--- src/rtl/rc5_pkg.sv ---
// Shared RC5 definitions: engine state encoding, size derivations and the
// word-size dependent magic constants used by key expansion.
package rc5_pkg;

    typedef enum logic [2:0] {
        ST_IDLE     = 3'd0,
        ST_PRE_READ = 3'd1,
        ST_PRE_ADD  = 3'd2,
        ST_RD       = 3'd3,
        ST_MIX_A    = 3'd4,
        ST_MIX_B    = 3'd5,
        ST_DONE     = 3'd6
    } rc5_state_e;

    function automatic int f_rot_value(input int w);
        return $clog2(w);
    endfunction

    function automatic int f_t(input int r);
        return 2 * (r + 1);
    endfunction

    function automatic int f_t_length(input int r);
        return $clog2(f_t(r));
    endfunction

    function automatic logic [63:0] f_magic_p(input int w);
        case (w)
            16:      return 64'h0000_0000_0000_B7E1;
            64:      return 64'hB7E1_5162_8AED_2A6B;
            default: return 64'h0000_0000_B7E1_5163;
        endcase
    endfunction

    function automatic logic [63:0] f_magic_q(input int w);
        case (w)
            16:      return 64'h0000_0000_0000_9E37;
            64:      return 64'h9E37_79B9_7F4A_7C15;
            default: return 64'h0000_0000_9E37_79B9;
        endcase
    endfunction

endpackage

--- src/rtl/rc5_rotl.sv ---
// Combinational W-bit rotate-left built as log2(W) binary-weighted mux stages.
module rc5_rotl
    import rc5_pkg::*;
#(
    parameter int W = 32,
    localparam int ROT_VALUE = f_rot_value(W)
) (
    input  logic [W-1:0]         iData,
    input  logic [ROT_VALUE-1:0] iRotate,
    output logic [W-1:0]         oData
);

    logic [W-1:0] w_stage [0:ROT_VALUE];

    assign w_stage[0] = iData;

    for (genvar k = 0; k < ROT_VALUE; k++) begin : g_stage
        localparam int SH = 1 << k;
        assign w_stage[k+1] = iRotate[k] ? ((w_stage[k] << SH) | (w_stage[k] >> (W - SH)))
                                         : w_stage[k];
    end

    assign oData = w_stage[ROT_VALUE];

endmodule

--- src/rtl/rc5_encipher.sv ---
// RC5 encryption engine: pre-whitening plus R rounds, fetching expanded-key
// words from an external synchronous S memory one even/odd pair per round.
//
// state    | meaning
// IDLE     | waiting for iStart
// PRE_READ | memory latency for S[0]/S[1]
// PRE_ADD  | pre-whitening A+=S[0], B+=S[1]; fetch next pair
// RD       | memory latency for S[2i]/S[2i+1]
// MIX_A    | A = ((A^B)<<<B) + S[2i]
// MIX_B    | B = ((B^A)<<<A) + S[2i+1]; next round or finish
// DONE     | ciphertext valid, waiting for iStart
module rc5_encipher
    import rc5_pkg::*;
#(
    parameter int W = 32,
    parameter int R = 12,
    localparam int ROT_VALUE = f_rot_value(W),
    localparam int T_LENGTH  = f_t_length(R)
) (
    input  logic                clk,
    input  logic                rst,
    input  logic                iStart,
    input  logic [W-1:0]        iA,
    input  logic [W-1:0]        iB,
    output logic [T_LENGTH-1:0] oS_address1,
    output logic [T_LENGTH-1:0] oS_address2,
    input  logic [W-1:0]        iS_sub_i1,
    input  logic [W-1:0]        iS_sub_i2,
    output logic [W-1:0]        oA_cipher,
    output logic [W-1:0]        oB_cipher,
    output logic                oBusy,
    output logic                oDone
);

    localparam int CNT_W = $clog2(R + 1);

    rc5_state_e          r_state;
    logic [W-1:0]        r_a;
    logic [W-1:0]        r_b;
    logic [CNT_W-1:0]    r_cnt;
    logic [T_LENGTH-1:0] r_addr1;
    logic [T_LENGTH-1:0] r_addr2;
    logic                r_busy;
    logic                r_done;

    logic [W-1:0]        w_xor;
    logic [W-1:0]        w_rot_a;
    logic [W-1:0]        w_rot_b;
    logic [CNT_W-1:0]    w_cnt_next;
    logic [T_LENGTH-1:0] w_addr_even;
    logic [T_LENGTH-1:0] w_addr_odd;

    assign w_xor       = r_a ^ r_b;
    assign w_cnt_next  = r_cnt + CNT_W'(1);
    assign w_addr_even = T_LENGTH'({w_cnt_next, 1'b0});
    assign w_addr_odd  = T_LENGTH'({w_cnt_next, 1'b1});

    // MIX_B rotates by the A value already written back in MIX_A
    rc5_rotl #(.W(W)) u_rotl_a (
        .iData   (w_xor),
        .iRotate (r_b[ROT_VALUE-1:0]),
        .oData   (w_rot_a)
    );

    rc5_rotl #(.W(W)) u_rotl_b (
        .iData   (w_xor),
        .iRotate (r_a[ROT_VALUE-1:0]),
        .oData   (w_rot_b)
    );

    always_ff @(posedge clk or negedge rst) begin
        if (!rst) begin
            r_state <= ST_IDLE;
            r_a     <= '0;
            r_b     <= '0;
            r_cnt   <= CNT_W'(1);
            r_addr1 <= T_LENGTH'(0);
            r_addr2 <= T_LENGTH'(1);
            r_busy  <= 1'b0;
            r_done  <= 1'b0;
        end else begin
            case (r_state)
                ST_IDLE, ST_DONE: begin
                    if (iStart) begin
                        r_a     <= iA;
                        r_b     <= iB;
                        r_addr1 <= T_LENGTH'(0);
                        r_addr2 <= T_LENGTH'(1);
                        r_done  <= 1'b0;
                        r_busy  <= 1'b1;
                        r_state <= ST_PRE_READ;
                    end
                end
                ST_PRE_READ: r_state <= ST_PRE_ADD;
                ST_PRE_ADD: begin
                    r_a     <= r_a + iS_sub_i1;
                    r_b     <= r_b + iS_sub_i2;
                    r_addr1 <= T_LENGTH'(2);
                    r_addr2 <= T_LENGTH'(3);
                    r_cnt   <= CNT_W'(1);
                    r_state <= ST_RD;
                end
                ST_RD: r_state <= ST_MIX_A;
                ST_MIX_A: begin
                    r_a     <= w_rot_a + iS_sub_i1;
                    r_state <= ST_MIX_B;
                end
                ST_MIX_B: begin
                    r_b <= w_rot_b + iS_sub_i2;
                    if (r_cnt == CNT_W'(R)) begin
                        r_done  <= 1'b1;
                        r_busy  <= 1'b0;
                        r_state <= ST_DONE;
                    end else begin
                        r_cnt   <= w_cnt_next;
                        r_addr1 <= w_addr_even;
                        r_addr2 <= w_addr_odd;
                        r_state <= ST_RD;
                    end
                end
                default: r_state <= ST_IDLE;
            endcase
        end
    end

    assign oS_address1 = r_addr1;
    assign oS_address2 = r_addr2;
    assign oA_cipher   = r_a;
    assign oB_cipher   = r_b;
    assign oBusy       = r_busy;
    assign oDone       = r_done;

endmodule

--- config.mk ---
export PLATFORM = sky130hd
export DESIGN_NAME = rc5_encipher
export DESIGN_NICKNAME = d
export VERILOG_FILES = /design/src/rtl/rc5_pkg.sv /design/src/rtl/rc5_rotl.sv /design/src/rtl/rc5_encipher.sv
export SDC_FILE = /design/constraint.sdc
export NUM_CORES = 1
export LEC_CHECK = 0
export BUFFER_PORTS_ARGS = -buffer_cell sky130_fd_sc_hd__clkbuf_2
export CORE_MARGIN = 2
export CORE_UTILIZATION = 63
export DETAILED_ROUTE_END_ITERATION = 7
export GPL_ROUTABILITY_DRIVEN = 0
export PLACE_DENSITY_LB_ADDON = 0.25
export RECOVER_POWER = 50
export SLEW_MARGIN = 40
export SYNTH_ARGS = -nofsm -noshare
export SYNTH_HDL_FRONTEND = slang
export SYNTH_SLANG_ARGS = --single-unit
--- constraint.sdc ---
create_clock -name clk -period 12.5 [get_ports clk]
set_clock_uncertainty 0.15 [all_clocks]
set_input_delay 0.625 -clock clk [delete_from_list [all_inputs] [get_ports clk]]
set_output_delay 0.625 -clock clk [all_outputs]
set_load 0.03 [all_outputs]
==> results.txt <==
status: finished with violations
failing checks: capacitance limit, slew limit
post-synth top area share: 16.6%
die width: 139 microns
CTS Buf Count: 9
post-synth top area cell: dfrtp_1
critical path, cell by cell: buf_4 > xor2_1 > nor2_1 > a21oi_1 > mux2i_1 > a21oi_1 > a21oi_1 > nand2_1 > o21ai_1 > o21ai_1 > ha_1 > inv_1 > fa_1 > nor2b_1 > o2111ai_1 > a211oi_1 > nor3_1 > nor3_1 > nor4_2 > o31ai_1 > xnor2_1 > o21ai_1
WP data arrival: 5.47 ns
Synth Register Bits: 77
Reg area: 1930 sq um
via/cell ratio: 6.56
max-capacitance violation count: 2
initial drt markers: 1510
I/O Pins: 207
slew margin rel.: -107%
Most used DFF post-synth: dfrtp_1
fillers: 1491
first-pass GRT wire length: 60.5 mm
Post-synth EDFFs: 0
GRT Util Overall: 39.1%
Yosys cell types: 80
Die ar.: 19300 sq um
Post-synth top cells: 211 x nand2_1, 174 x a21oi_1, 165 x nor2_1
design area: 12700 sq um
Slowest-stage cell, CP: dfrtp_1
Post-Syn Nets: 1747
Seq/Total Area, Yosys: 16.8%
Reg clk slew, reported paths: 0.07 ns
vias post-DR: 12.5k
ys async rst share: 100%
layout cells sized above 1: 16.5%
H-tree depth: 3
Synth Cell Area: 11500 sq um
# DRC: 0
core area: 17900 sq um
final hold vios: 0
minimum clock period: 5.40 ns
most common cell in the netlist: nand2_1
Slew Viols, Final: 80
DR pass1 iterations: 6
final net count: 1869
initial antenna violation count: 1
Hold Path Cell Cnt: 3
syn avg cell area: 7.41 sq um
worst skew pair latency: 0.36 ns
critical path's largest stage delay: 0.56 ns
setup violators final: 0
crit-path max FO: 26
Clock Sinks: 77
Setup crit start kind: flip-flop
root buffer cell: clkbuf_16
YS warnings: 0
Hold WC Path Type: in -> reg
row count: 49
Post-Route WL: 38.5 mm
largest net degree at the start of global routing: 70
Critical Path RT: 12.57 ns
Post-DP Area: 12500 sq um
crit end category: flip-flop
die height: 139 microns
number of global-route vias before repair: 11.3k
gr ovfl total: 0
Longest Clk Path Bufs: 2
DP Wirelength: 29.5 mm
Worst-Margin Slew: 3.11 ns
IO Port Bufs: 204
R2R depth: 22
Syn Inst Count: 1546
CTS tree: built
Syn-to-layout area delta: 11.1%
DR WL/cell: 20.3 microns
Layout Utilization: 71.1%
final period utilization: 43.2%
f_max: 0.185 GHz
RSZ-0062 raised after global routing: no
non-filler instance count after layout: 1902
Antenna Cells: 0
area occupied by multi-input gates: 8950 sq um
Setup Buffers After CTS: 0
# hold bufs at CTS: 0
Setup TNS: 0 ns
Inst Count DP: 1886
R2R setup slack: 7.10 ns
critical path type: reg -> reg
Starting Density: 64.0%
cts repair resizes: 0
Final ANT Viol Nets: 0
synth top area cells: dfrtp_1 17%, mux4_2 7.7%, a21oi_1 7.6%
## logic make-up after synthesis
kind of cell / share of synthesized area [%]
AO/OA/AOI/OAI: 28.5
XOR/XNOR: 7.64
adder cells (fa/ha/maj): 7.86
buffers and inverters: 5.55
flip-flops: 16.8
multiplexers: 16.5
other: 0.0655
AND/OR/NAND/NOR: 17.1
## state kept, by name, summed over array words and instances (netlist names)
register,cells
oA_cipher,32
oB_cipher,32
oBusy,1
oDone,1
oS_address2,4
r_cnt,4
r_state,3
## worst max-delay path: cells and delay by family, from the launching register on
kind | cells | cell delay (ns)
buf+inv | 2 | 0.43
simple gates | 6 | 1.00
flops | 1 | 0.56
xor+xnor | 2 | 0.61
compound gates | 9 | 1.75
mux | 1 | 0.13
fa+ha+maj | 2 | 0.60
## per-layer routing
metal / track usage [%] / up-vias / routed length [microns]
li1: - / 5855 / -
met1: 54.0 / 5687 / 15300
met2: 60.8 / 809 / 17100
met3: 7.70 / 122 / 4460
met4: 15.1 / 2 / 1680
met5: 0 / - / 10
## metrics by stage
stage | setup WS [ns] | hold slack (ns)
6_report | 7.10 | 0.351
5_1_grt | 6.79 | 0.368
4_1_cts | 7.25 | 0.0562
3_5_place_dp | 7.27 | 0.329
3_3_place_gp | 7.45 | 0.331
2_1_floorplan | 7.76 | 0.179
## layout make-up
type	count	share of cell area, %
clock buffers	9	1.77
flip-flops and latches	77	15.2
inverters	36	1.10
repair buffers	222	8.72
clock inverters	7	0.688
well taps	229	2.25
multi-input cells	1322	70.3
## placed cells by master (no fill, tap or decap), types with 13 or more instances in the layout
cell type / count
nand2_1: 209
a21oi_1: 173
clkbuf_2: 171
nor2_1: 164
o21ai_1: 138
mux2i_1: 85
dfrtp_1: 72
ha_1: 68
o21ai_0: 65
xor2_1: 51
xnor2_1: 49
mux4_2: 39
clkbuf_1: 34
inv_1: 32
a211oi_1: 31
a21o_1: 22
nor3_1: 20
buf_4: 17
nand3_1: 15
o21a_1: 13
## worst paths after layout
check	from	end
worst max-delay path	oB_cipher[2]	oB_cipher[28]
worst min-delay path	iA[31]	oA_cipher[31]
worst max register to register	oB_cipher[2]	oB_cipher[28]
worst min register to register	oDone	oDone
max in group asynchronous	rst	oA_cipher[4]
min in group asynchronous	rst	oA_cipher[9]
Power is left out: the tool's default activity adds up to more than one toggle a clock period on the data nets, which glitch-free logic cannot reach.
